**config.mk**
```make
export PLATFORM = sky130hd
export DESIGN_NAME = vend_credit_seq
export DESIGN_NICKNAME = d
export VERILOG_FILES = /design/src/rtl/vend_credit_seq.sv
export SDC_FILE = /design/constraint.sdc
export NUM_CORES = 1
export LEC_CHECK = 0
export CAP_MARGIN = 10
export CORE_AREA = 2 2 62 64
export DETAILED_ROUTE_END_ITERATION = 8
export DIE_AREA = 0 0 64 66
export HOLD_SLACK_MARGIN = 0.08
export PLACE_DENSITY = 0.67
export SYNTH_ARGS = -nofsm -noshare
export SYNTH_HDL_FRONTEND = slang
export SYNTH_SLANG_ARGS = --single-unit
```
**constraint.sdc**
```tcl
create_clock -name clk -period 1.1 [get_ports clk]
set_input_delay 0.22 -clock clk [delete_from_list [all_inputs] [get_ports clk]]
set_output_delay 0.22 -clock clk [all_outputs]
set_load 0.1 [all_outputs]
```
**src/rtl/vend_credit_seq.sv**
```systemverilog
//------------------------------------------------------------------------------
// vend_credit_seq
// Owns the vending machine credit register. Runs coin, buy, query and refund
// commands through an external shared 5-bit ALU and reports each result over
// a valid/ready response channel.
//
// Optional feature (macro VEND_AUTOREFUND_EN): an idle counter that refunds
// held credit after TIMEOUT_CYCLES quiet cycles in IDLE. Without the macro
// there is no counter and credit persists indefinitely.
//
// Ports:
//   clk, rst                  clock (rising edge), synchronous active-high reset
//   cmd_valid/cmd_ready       command handshake
//   cmd_code, cmd_data        00 COIN, 01 BUY, 10 QUERY, 11 REFUND; coin/price
//   alu_a, alu_b, alu_op      ALU operands/opcode (00 add 01 sub 10 and 11 or)
//   alu_result, alu_carry,
//   alu_zero, alu_negative    combinational ALU result and flags
//   rsp_valid/rsp_ready       response handshake
//   rsp_status                00 OK, 01 ERR_OVF, 10 ERR_FUNDS, 11 EMPTY
//   rsp_credit, rsp_flags     credit after the command, {carry, zero, negative}
//   vend_pulse                one-cycle pulse on a successful BUY
//   change_valid, change_amt  one-cycle refund pulse and its amount
//------------------------------------------------------------------------------
module vend_credit_seq #(
   parameter int MAX_CREDIT = 31
`ifdef VEND_AUTOREFUND_EN
   ,
   parameter int TIMEOUT_CYCLES = 1000
`endif
) (
   input  logic       clk,
   input  logic       rst,
   input  logic       cmd_valid,
   output logic       cmd_ready,
   input  logic [1:0] cmd_code,
   input  logic [4:0] cmd_data,
   output logic [4:0] alu_a,
   output logic [4:0] alu_b,
   output logic [1:0] alu_op,
   input  logic [4:0] alu_result,
   input  logic       alu_carry,
   input  logic       alu_zero,
   input  logic       alu_negative,
   output logic       rsp_valid,
   input  logic       rsp_ready,
   output logic [1:0] rsp_status,
   output logic [4:0] rsp_credit,
   output logic [2:0] rsp_flags,
   output logic       vend_pulse,
   output logic       change_valid,
   output logic [4:0] change_amt
);

   typedef enum logic [1:0] {ST_IDLE = 2'd0, ST_EXEC = 2'd1, ST_RESP = 2'd2} state_t;

   localparam logic [1:0] CMD_COIN   = 2'b00;
   localparam logic [1:0] CMD_BUY    = 2'b01;
   localparam logic [1:0] CMD_QUERY  = 2'b10;
   localparam logic [1:0] CMD_REFUND = 2'b11;

   localparam logic [1:0] STS_OK     = 2'b00;
   localparam logic [1:0] STS_OVF    = 2'b01;
   localparam logic [1:0] STS_FUNDS  = 2'b10;
   localparam logic [1:0] STS_EMPTY  = 2'b11;

   // Compared against {carry, result} so any carry-out also counts as overflow.
   localparam logic [5:0] MAX_W = 6'(MAX_CREDIT);

   state_t     state_r, state_s;
   logic [1:0] code_r, code_s;
   logic [4:0] data_r, data_s;
   logic [4:0] credit_r, credit_s;
   logic       cmd_ready_r, cmd_ready_s;
   logic [4:0] alu_a_r, alu_a_s, alu_b_r, alu_b_s;
   logic [1:0] alu_op_r, alu_op_s;
   logic       rsp_valid_r, rsp_valid_s;
   logic [1:0] rsp_status_r, rsp_status_s;
   logic [4:0] rsp_credit_r, rsp_credit_s;
   logic [2:0] rsp_flags_r, rsp_flags_s;
   logic       vend_pulse_r, vend_pulse_s;
   logic       change_valid_r, change_valid_s;
   logic [4:0] change_amt_r, change_amt_s;
   logic       hs_s;
   logic       fire_s;
   logic       ready_block_s;

   assign hs_s = (state_r == ST_IDLE) && cmd_valid && cmd_ready_r;

`ifdef VEND_AUTOREFUND_EN
   localparam logic [15:0] TIMEOUT_W = 16'(TIMEOUT_CYCLES);
   logic [15:0] idle_cnt_r, idle_cnt_s;

   // Idle counter next value: counts quiet IDLE cycles while credit is held.
   always_comb begin
      idle_cnt_s = 16'd0;
      if ((state_r == ST_IDLE) && (credit_r != 5'd0) && !hs_s && !fire_s) begin
         idle_cnt_s = idle_cnt_r + 16'd1;
      end else begin
         idle_cnt_s = 16'd0;
      end
   end

   // Idle counter register.
   always_ff @(posedge clk) begin
      if (rst) begin
         idle_cnt_r <= 16'd0;
      end else begin
         idle_cnt_r <= idle_cnt_s;
      end
   end

   assign fire_s        = (state_r == ST_IDLE) && (idle_cnt_r == TIMEOUT_W);
   // cmd_ready is registered, so it must already be low in the cycle that fires.
   assign ready_block_s = (idle_cnt_s == TIMEOUT_W);
`else
   assign fire_s        = 1'b0;
   assign ready_block_s = 1'b0;
`endif

   // Next state, latched command and ALU drive.
   always_comb begin
      state_s  = state_r;
      code_s   = code_r;
      data_s   = data_r;
      alu_a_s  = 5'd0;
      alu_b_s  = 5'd0;
      alu_op_s = 2'b00;
      case (state_r)
         ST_IDLE: begin
            if (fire_s) begin
               code_s  = CMD_REFUND;
               data_s  = 5'd0;
               state_s = ST_EXEC;
            end else if (hs_s) begin
               code_s  = cmd_code;
               data_s  = cmd_data;
               state_s = ST_EXEC;
            end else begin
               state_s = ST_IDLE;
            end
         end
         ST_EXEC: state_s = ST_RESP;
         ST_RESP: begin
            if (rsp_ready) begin
               state_s = ST_IDLE;
            end else begin
               state_s = ST_RESP;
            end
         end
         default: state_s = ST_IDLE;
      endcase
      // ALU outputs are registered, so they are loaded on the way into EXEC.
      if (state_s == ST_EXEC) begin
         alu_a_s  = credit_r;
         alu_op_s = code_s;
         case (code_s)
            CMD_COIN:  alu_b_s = data_s;
            CMD_BUY:   alu_b_s = data_s;
            CMD_QUERY: alu_b_s = 5'h1F;
            default:   alu_b_s = 5'd0;
         endcase
      end else begin
         alu_a_s  = 5'd0;
      end
   end

   // Command evaluation from ALU flags and response/pulse next values.
   always_comb begin
      credit_s       = credit_r;
      rsp_status_s   = rsp_status_r;
      rsp_flags_s    = rsp_flags_r;
      rsp_credit_s   = rsp_credit_r;
      vend_pulse_s   = 1'b0;
      change_valid_s = 1'b0;
      change_amt_s   = change_amt_r;
      if (state_r == ST_EXEC) begin
         rsp_flags_s = {alu_carry, alu_zero, alu_negative};
         case (code_r)
            CMD_COIN: begin
               if ({alu_carry, alu_result} > MAX_W) begin
                  rsp_status_s = STS_OVF;
               end else begin
                  credit_s     = alu_result;
                  rsp_status_s = STS_OK;
               end
            end
            CMD_BUY: begin
               if (alu_carry) begin
                  rsp_status_s = STS_FUNDS;
               end else begin
                  credit_s     = alu_result;
                  rsp_status_s = STS_OK;
                  vend_pulse_s = 1'b1;
               end
            end
            CMD_QUERY: rsp_status_s = STS_OK;
            CMD_REFUND: begin
               if (alu_zero) begin
                  rsp_status_s = STS_EMPTY;
               end else begin
                  change_amt_s   = alu_result;
                  change_valid_s = 1'b1;
                  credit_s       = 5'd0;
                  rsp_status_s   = STS_OK;
               end
            end
            default: rsp_status_s = STS_OK;
         endcase
         rsp_credit_s = credit_s;
      end else begin
         rsp_credit_s = rsp_credit_r;
      end
      rsp_valid_s = (state_s == ST_RESP);
      cmd_ready_s = (state_s == ST_IDLE) && !ready_block_s;
   end

   // State, credit and registered outputs.
   always_ff @(posedge clk) begin
      if (rst) begin
         state_r        <= ST_IDLE;
         code_r         <= 2'b00;
         data_r         <= 5'd0;
         credit_r       <= 5'd0;
         cmd_ready_r    <= 1'b0;
         alu_a_r        <= 5'd0;
         alu_b_r        <= 5'd0;
         alu_op_r       <= 2'b00;
         rsp_valid_r    <= 1'b0;
         rsp_status_r   <= 2'b00;
         rsp_credit_r   <= 5'd0;
         rsp_flags_r    <= 3'b000;
         vend_pulse_r   <= 1'b0;
         change_valid_r <= 1'b0;
         change_amt_r   <= 5'd0;
      end else begin
         state_r        <= state_s;
         code_r         <= code_s;
         data_r         <= data_s;
         credit_r       <= credit_s;
         cmd_ready_r    <= cmd_ready_s;
         alu_a_r        <= alu_a_s;
         alu_b_r        <= alu_b_s;
         alu_op_r       <= alu_op_s;
         rsp_valid_r    <= rsp_valid_s;
         rsp_status_r   <= rsp_status_s;
         rsp_credit_r   <= rsp_credit_s;
         rsp_flags_r    <= rsp_flags_s;
         vend_pulse_r   <= vend_pulse_s;
         change_valid_r <= change_valid_s;
         change_amt_r   <= change_amt_s;
      end
   end

   assign cmd_ready    = cmd_ready_r;
   assign alu_a        = alu_a_r;
   assign alu_b        = alu_b_r;
   assign alu_op       = alu_op_r;
   assign rsp_valid    = rsp_valid_r;
   assign rsp_status   = rsp_status_r;
   assign rsp_credit   = rsp_credit_r;
   assign rsp_flags    = rsp_flags_r;
   assign vend_pulse   = vend_pulse_r;
   assign change_valid = change_valid_r;
   assign change_amt   = change_amt_r;

endmodule

```
# [After elaboration in Yosys (flattened, before gate mapping)]
# Index checks and enable logic that the tools add are counted.
[op_classes] magnitude_cmp=1 n_reduce_logical=13 n_bitwise=5 muxes=18 n_eq_ne=12
[ops] operator="$mux 5" n=5
[ops] operator="$pmux 5 s3" n=1
[ops] operator="$eq 2x2->1 const B" n=5
[ops] operator="$mux 2" n=5
[ops] operator="$pmux 5 s2" n=1
[ops] operator="$eq 2x1->1 const B" n=4
[ops] operator="$logic_not 2->1" n=4
[ops] operator="$pmux 2 s4" n=1
[ops] operator="$gt 6x5->1 const B" n=1
[ops] operator="$ne 2x2->1 const B" n=3
[ops] operator="$pmux 2 s3" n=1
[ops] operator="$reduce_or 3->1" n=2
[ops] operator="$not 1->1" n=5
[ops] operator="$reduce_and 5->1" n=1
[ops] operator="$mux 1" n=4
[ops] operator="$reduce_or 2->1" n=2
[ops] operator="$reduce_and 3->1" n=1
[ops] operator="$reduce_bool 3->1" n=1
[ops] operator="$logic_and 1x1->1" n=2
[totals] elab_cells=63 output_inout_bits=31 register_bits=40

# [Depth between registers and ports, before layout]
# Gate-level depths: netlist of the first run.
[depth] depth_word=8 mapped_depth=5 depth_no_buf=4

# [Worst setup path after synthesis of the first run]
# Ideal clock, no wire load.
[synth_timing] path_kind="register -> register" start="reg cmd_ready_r, in the netlist cmd_ready" end="reg code_r[0]" synth_period_minus_slack_ps=1690 setup_slack_ps=-590 required_time_ps=981 setup_ps=119 arrival_time_ps=1571 path_stages_with_launch=5 cell_sequence="dfxtp_1 and4bb_1 buf_6 mux2i_1 nor2_1"
[synth_via] elab_chain_len=3
[synth_rtl] element="from (decl)" line="73" source="logic cmd_ready_r, cmd_ready_s;"
[synth_rtl] element="from (signal assigned)" line="240" source="cmd_ready_r <= cmd_ready_s;"
[synth_rtl] element="$logic_and 1x1->1" line="87" source="assign hs_s = (state_r == ST_IDLE) && cmd_valid && cmd_ready_r;"
[synth_rtl] element="$mux 2" line="134" source="end else if (hs_s) begin"
[synth_rtl] element="$mux 2" line="128" source="case (state_r)"
[synth_rtl] element="to (signal assigned)" line="237" source="code_r <= code_s;"
[synth_rtl] element="to (decl)" line="70" source="logic [1:0] code_r, code_s;"
# Every way passes these cells.
# A chain may end at the register's enable or synchronous reset.

# [Worst setup path in the final report of the first run]
[layout_timing] start="reg cmd_ready_r, in the netlist cmd_ready" end="out cmd_ready"
[layout_lines] element="to (decl)" line="34" source="output logic cmd_ready,"
# No word-level cell between the ends.

==> results by group, run 1 <==
CTS
  – Clk buf depth: 2
  – Clock latency on the worst-skew pair: 0.33 ns
  – Hold Buf Count CTS: 0
  – Clk pin slew, worst setup/hold paths: ~0.1 ns
  – Sink Count: 35
  – CTS Buf Count: 5
  – H-tree depth: 2
  – Root buffer cell: clkbuf_4
  – CTS tree: built

Critical path
  – Req. time, crit path: approximately 0.9 ns
  – Crit start category: flip-flop
  – CP max stage delay: 0.35 ns
  – WP buf/inv: 2
  – CP top delay family: flip-flops
  – Worst setup EP type: primary output
  – Critical Path Fanout Max: 2
  – WS Path Type: flip-flop to primary output
  – Crit path DAT: between 0.9 and 1 ns
  – CP max-delay cell: dfxtp_4
  – Worst path cell trace: buf_6, buf_12

GRT
  – Grt total ovfl: 0
  – Vias in the first global route: ~1100
  – Initial antenna violation count: 0
  – Largest net degree at the start of global routing: 13
  – First-pass GRT wire length: 5.03 mm
  – Total Routing Usage GR: 15.9%

Die
  – Site row count: 22
  – Die H: between 60 and 70 um
  – IO Pins: 50
  – Die Span X: about 64 um
  – Initial Util: 36.3%
  – Die area: roughly 0.0042 mm^2
  – Core footprint: 0.00355 mm^2

Run status
  – Status: finished with violations
  – Failing checks: setup timing

Place
  – Post-DP Area: between 0.002 and 0.0025 mm^2
  – Dpl ws: -0.408 ns
  – Port bufs: 49
  – Detailed Place HPWL: ~2.4 mm
  – GP Congestion: roughly 0.79

Cells and area
  – Final core occ: around three quarters
  – Nets@finish: 212
  – Share of cells above drive strength 1: 69.6%
  – Area grow syn2layout: 102%
  – Design Area, Final: between 0.002 and 0.003 mm^2
  – N_diodes: 0
  – Commonest cells after routing, fill and taps aside: 32 x buf_12, 24 x dfxtp_2, 22 x buf_4
  – Most common cell after layout, fill and taps aside: buf_12

STA
  – Fmax: roughly 860 MHz
  – Setup violators final: 17
  – Max-slew violation count: 0
  – Slew at the pin closest to its max-slew limit: approximately 0.36 ns
  – Post-layout worst setup margin: -0.0606 ns
  – Period utilization: 106%
  – Relative slew slack: approximately 76%
  – Min Hold Slack: about 0.3 ns
  – Worst Clk Skew: between 0.008 and 0.009 ns
  – RSZ-0062 raised after global routing: yes
  – Fin crit period: between 1 and 1.5 ns
  – Final hold violations: 0

Yosys
  – Synthesized netlist cell count: 120
  – Net Count, Synth: between 100 and 150
  – Synth Cell Area: approximately 0.0013 mm^2
  – Seq/Total Area, Yosys: roughly 54%
  – Unique masters post-synth: 30
  – Mapped Avg Cell Area: ~11 um^2
  – Syn. warnings: 0
  – Synthesized flop and latch total: 35

Power and ir drop
  – Cell Pwr Density: roughly 1200 mW/mm^2
  – Leak: 0.000994 uW
  – Worst VDD drop: between 0.0009 and 0.001 V

Min path
  – Worst min path class: input port to flip-flop

Detailed routing
  – Wire per inst: about 15 um
  – Via count: 1149
  – DR DRC count: 0
  – Number of iterations in the first detailed-routing pass: 4
  – Routed vias/inst: 4.75
  – Post-route antenna net violation count: 0
  – Detailed Route WL: roughly 3.6 mm
  – DRT iter0 DRCs: 16

Run
  – Max-cap violation count: 0
cells in the mapped netlist, drive strengths merged:
master  instances  area share (%)
or3b            1            0.68
nor2            3            0.87
and2            8             4.3
nand2           9             2.6
nor3            2            0.78
clkbuf          3            0.97
a311oi          1            0.68
and3b           1            0.68
inv             1            0.68
mux2            1            0.87
a22o            5             3.4
dfxtp          35              54
mux2i           2             1.6
buf             6             4.5
and2b           1            0.68
o21bai          1            0.58
nand2b          8             5.1
o22ai           1             1.6
a21oi          16             6.2
nor4            2             2.1
and4bb          1            0.97
o31ai           5             2.9
nor3b           1            0.58
nand3           6             2.3
where the power goes:
| group | internal [uW] | switching (uW) |
|---|---|---|
| registers | 1280 | 32.3 |
| logic | 248 | 311 |
| clock network | 709 | 430 |
layout make-up:
| cell class | instances | area [um^2] |
|---|---|---|
| well taps | 48 | 60.1 |
| clock inverters | 3 | 66.3 |
| fillers | 225 | 950 |
| repair buffers | 75 | 1020 |
| flip-flops and latches | 35 | 768 |
| clock buffers | 5 | 37.5 |
| inverters | 1 | 8.76 |
| multi-input cells | 75 | 639 |
logic make-up (layout without fill, tap and decap cells):
logic type             after synthesis  in the layout  synth area share (%)
multiplexers                         3              3                  2.43
buffers and inverters               10             84                  6.12
AND/OR/NAND/NOR                     43             43                  21.7
AO/OA/AOI/OAI                       29             29                  15.4
flip-flops                          35             35                  54.4
registers in the layout, indices dropped and copies added, names as in the netlist:
register / count
rsp_flags: 3
state_r: 2
change_valid: 1
alu_op: 2
rsp_valid: 1
code_r: 2
change_amt: 5
vend_pulse: 1
cmd_ready: 1
alu_a: 5
rsp_credit: 5
rsp_status: 2
alu_b: 5
per-layer routing:
metal  vias to the layer above  track usage (%)  routed length [um]  share of wire (%)
li1                        567                -                   -                  -
met1                       536             17.6                1380                 39
met2                        42             28.1                1950                 55
met3                         4             5.79                 218                6.1
met4                         0             4.89                  21               0.59
met5                         -                0                   0                  0
per-stage QoR:
| stage | TNS (ns) | total power [uW] | cells |
|---|---|---|---|
| 2_1_floorplan | -1.29 | 1650 | 120 |
| 3_3_place_gp | -9.47 | 1870 | 224 |
| 3_5_place_dp | -10.40 | 1880 | 224 |
| 4_1_cts | -0.486 | 3010 | 238 |
| 5_1_grt | -2.26 | 3130 | 242 |
| 6_report | -0.480 | 3010 | 242 |
worst min-delay path, stage by stage:
cell            delay (ns)
dlymetal6s2s_1        0.18
buf_4                 0.16
nor2_1                0.04
final timing paths:
path | from | to | slack (ns) | cells past startpoint
worst max register to register | state_r[0] | alu_op[0] | -0.05 | 4
worst min register to register | rsp_flags[2] | rsp_flags[2] | 0.49 | 2
worst min-delay path | rst | code_r[1] | 0.30 | 3
worst max-delay path | cmd_ready | cmd_ready | -0.06 | 2
what timing repair did:
| item | 4_1_cts | 5_1_grt |
|---|---|---|
| buffers inserted | 6 | 4 |
| pin swaps | 2 | 13 |
| gates resized for setup | 16 | 28 |
| endpoints found under the setup margin | 47 | 57 |
(Power assumes the default switching activity.)
==> run 2: changes to the inputs <==
==> config.mk (replaced) <==
export PLATFORM = sky130hd
export DESIGN_NAME = vend_credit_seq
export DESIGN_NICKNAME = d
export VERILOG_FILES = /design/src/rtl/vend_credit_seq.sv
export SDC_FILE = /design/constraint.sdc
export NUM_CORES = 1
export LEC_CHECK = 0
export ABC_AREA = 1
export CAP_MARGIN = 10
export CORE_AREA = 2 2 64 66
export DETAILED_ROUTE_END_ITERATION = 8
export DIE_AREA = 0 0 66 68
export HOLD_SLACK_MARGIN = 0.08
export PLACE_DENSITY = 0.68
export SYNTH_ARGS = -nofsm -noshare
export SYNTH_HDL_FRONTEND = slang
export SYNTH_SLANG_ARGS = --single-unit
==> constraint.sdc (replaced) <==
create_clock -name clk -period 0.94 [get_ports clk]
set_input_delay 0.188 -clock clk [delete_from_list [all_inputs] [get_ports clk]]
set_output_delay 0.188 -clock clk [all_outputs]
set_load 0.1 [all_outputs]
==> run 2 against run 1 <==
The run still ends with setup timing left. Non-clock buffer count rose by 7. Design area rose by 19%. Sequential power rose by 36%. First-iteration DRC count rose to 3.7 times the previous value. Combinational power rose by 93%. Worst hold slack improved by 0.17 ns. Die area rose by 6.3%. Final cell count rose by 30%. Largest power group unchanged. Flip-flop and latch count rose by 5. Sequential share of layout area fell by 1.4 points. Clock skew fell by 0.0033 ns.
==> results by group, run 2 <==
Run status
  – Status: finished with violations
  – Failing checks: setup timing

Detailed routing
  – Number of iterations in the first detailed-routing pass: 4
  – Via count: between 1500 and 2000
  – DRT iter0 DRCs: between 50 and 60
  – Detailed Route WL: ~4.9 mm
  – DR DRC count: 0
  – Wire per inst: 15.5 um
  – Post-route antenna net violation count: 0
  – Routed vias/inst: 4.91

CTS
  – H-tree depth: 2
  – Clk buf depth: 2
  – CTS Buf Count: 5
  – Sink Count: 40
  – Root buffer cell: clkbuf_8
  – Clock latency on the worst-skew pair: ~0.3 ns
  – CTS tree: built
  – Clk pin slew, worst setup/hold paths: about 0.080 ns
  – Hold Buf Count CTS: 0

Power and ir drop
  – Tot Pwr: 4210 uW
  – Comb power frac: between 20% and 30%
  – Worst VDD drop: around 0.0012 V
  – Clk network pwr share: between 30% and 40%
  – Seq pwr share: between 40% and 50%
  – Leak: ~0.0013 uW
  – Cell Pwr Density: about 1400 mW/mm^2
  – Switching Share: approximately a third
  – NetSw: 1330 uW
  – P_int: approximately 2900 uW

STA
  – Period utilization: 129%
  – Relative slew slack: between 80 and 90%
  – Fin crit period: about 1.2 ns
  – Setup violators final: 71
  – Fmax: about 830 MHz
  – Worst Clk Skew: 0.00478 ns
  – Slew at the pin closest to its max-slew limit: around 0.23 ns
  – Total Neg Setup Slack: -8.52 ns
  – Post-layout worst setup margin: -0.268 ns
  – Final hold violations: 0
  – RSZ-0062 raised after global routing: yes
  – Max-slew violation count: 0

Cells and area
  – Area grow syn2layout: 114%
  – Design Area, Final: ~0.003 mm^2
  – Most common cell after layout, fill and taps aside: buf_12
  – N_diodes: 0
  – Register area: about 870 um^2
  – Share of cells above drive strength 1: 65.2%
  – Commonest cells after routing, fill and taps aside: 33 x buf_12, 26 x nor2_1, 22 x dfxtp_2, 22 x buf_4, 18 x clkdlybuf4s50_1
  – Fillers: 228
  – Multi-input logic area: roughly 850 um^2
  – Nets@finish: between 200 and 300

Yosys
  – Unique masters post-synth: 23
  – Synth async-reset ratio: 0%
  – Mux contribution to synthesized area: 0%
  – Mapped Avg Cell Area: approximately 8.3 um^2
  – Synth area leader: dfxtp_1
  – Number of synthesized flops with an enable pin: 0
  – Synth Cell Area: roughly 0.0014 mm^2
  – Post-synth top area share: 55.5%
  – Synthesized netlist cell count: about 180
  – Syn. warnings: 0
  – Seq/Total Area, Yosys: a little under three fifths
  – Net Count, Synth: 194
  – Synth top cells by count: 40 x dfxtp_1, 35 x nor2_1, 26 x nand2_1
  – Main combinational cell family by area after synthesis: simple AND/OR/NAND/NOR gates
  – Area fraction in and, or, nand and nor cells after synthesis: between 20% and 30%
  – Area contributors post-synth: dfxtp_1 55%, nor2_1 9.1%, nand2_1 6.8%
  – Post-Synth Adder-Cell Area: 0%
  – Post-synthesis compound-gate area fraction: about 11%
  – Post-Synth XOR/XNOR Area: 0%
  – Main synth FF type: dfxtp_1
  – Cell with the most instances after synthesis: dfxtp_1
  – Synthesized flop and latch total: 40

GRT
  – Initial antenna violation count: 0
  – Vias in the first global route: between 1500 and 2000
  – Total Routing Usage GR: around a fifth
  – Largest net degree at the start of global routing: 15
  – First-pass GRT wire length: 7.10 mm
  – Grt total ovfl: 0

Critical path
  – CP max-delay cell: dfxtp_4
  – Worst path cell trace: nor2_4, buf_12, buf_8, nand3_2, nand2_2, nand2_1, a21oi_2
  – WP buf/inv: 2
  – Crit path DAT: 1.44 ns
  – R2r worst-path depth: 7
  – Worst setup EP type: flip-flop
  – Req. time, crit path: 1.17 ns
  – CP top delay family: flip-flops
  – WS Path Type: flip-flop to flip-flop
  – Critical Path Fanout Max: 8
  – Cell count along the critical path: 7
  – Crit start category: flip-flop
  – CP max stage delay: 0.37 ns

Place
  – GP Congestion: around 0.8
  – Post-DP Area: 0.00253 mm^2
  – Detailed Place HPWL: 2.68 mm
  – Port bufs: 49

Die
  – IO Pins: 50
  – Die H: around 70 um
  – Die Span X: roughly 66 um
  – Initial Util: a little under two fifths
  – Die area: approximately 0.0045 mm^2
  – Core footprint: roughly 0.0039 mm^2
  – Site row count: 23

Min path
  – Worst min path class: input port to flip-flop
  – Min-Delay Path Depth: 3

Run
  – Max-cap violation count: 0
-- run 2: final timing paths --
kind	start	to	slack, ns
max	state_r[0]	alu_b[4]	-0.27
min	alu_negative	rsp_flags[0]	0.47
min reg2reg	data_r[4]	data_r[4]	0.51
max reg2reg	state_r[0]	alu_b[4]	-0.27
-- run 2: cells by family (layout without fill, tap and decap cells) --
group | Yosys count | in the layout
flip-flops | 40 | 40
AND/OR/NAND/NOR | 83 | 86
buffers and inverters | 22 | 108
AO/OA/AOI/OAI | 30 | 30
-- run 2: what timing repair did --
| item | in CTS | in global routing |
|---|---|---|
| gates resized for setup | 54 | 33 |
| setup buffers | 11 | 2 |
| endpoints found under the setup margin | 70 | 71 |
| cloned | 3 | 0 |
| pin swaps | 25 | 10 |
-- run 2: layout make-up --
cell class	instances	area share, %
Sequential cell	40	28.1
Inverter	18	3.00
Clock buffer	6	3.04
Timing Repair Buffer	82	36.0
Clock inverter	2	0.486
Tap cell	50	2.02
Multi-Input combinational cell	116	27.4
-- run 2: through the flow --
step / cells / setup slack (ns) / util [%] / hold slack [ns]
after detailed placement: 290 / -0.475 / 65.7 / 0.453
after floorplan: 175 / -0.227 / - / 0.248
final: 314 / -0.268 / 80.1 / 0.465
after CTS: 312 / -0.228 / 76.2 / 0.456
after global placement: 290 / -0.419 / 65.7 / 0.450
after global routing: 314 / -0.350 / 80.1 / 0.466
-- run 2: worst reg2reg max path, cell delays in order, from the launching register on --
cell and delay, ns:
dfxtp_4 0.37, nor2_4 0.12, buf_12 0.15, buf_8 0.13, nand3_2 0.09, nand2_2 0.08, nand2_1 0.07, a21oi_2 0.14
-- run 2: power by group through the flow --
stage | Sequential, uW | Clock (uW) | Combinational, uW
CTS | 1790 | 1360 | 944
finish | 1790 | 1340 | 1080
global route | 1800 | 1450 | 1130
floorplan | 2060 | 0 | 215
global placement | 1840 | 0 | 806
detailed placement | 1840 | 0 | 815
-- run 2: per-layer routing --
metal / wire (um) / global-route usage (%) / part of all wire (%) / vias to the layer above
met2: 2500 / 33.8 / 52 / 60
met5: 0 / 0 / 0 / -
li1: - / - / - / 746
met1: 1950 / 26.1 / 40 / 723
met4: 125 / 10.5 / 2.6 / 0
met3: 278 / 6.74 / 5.7 / 12
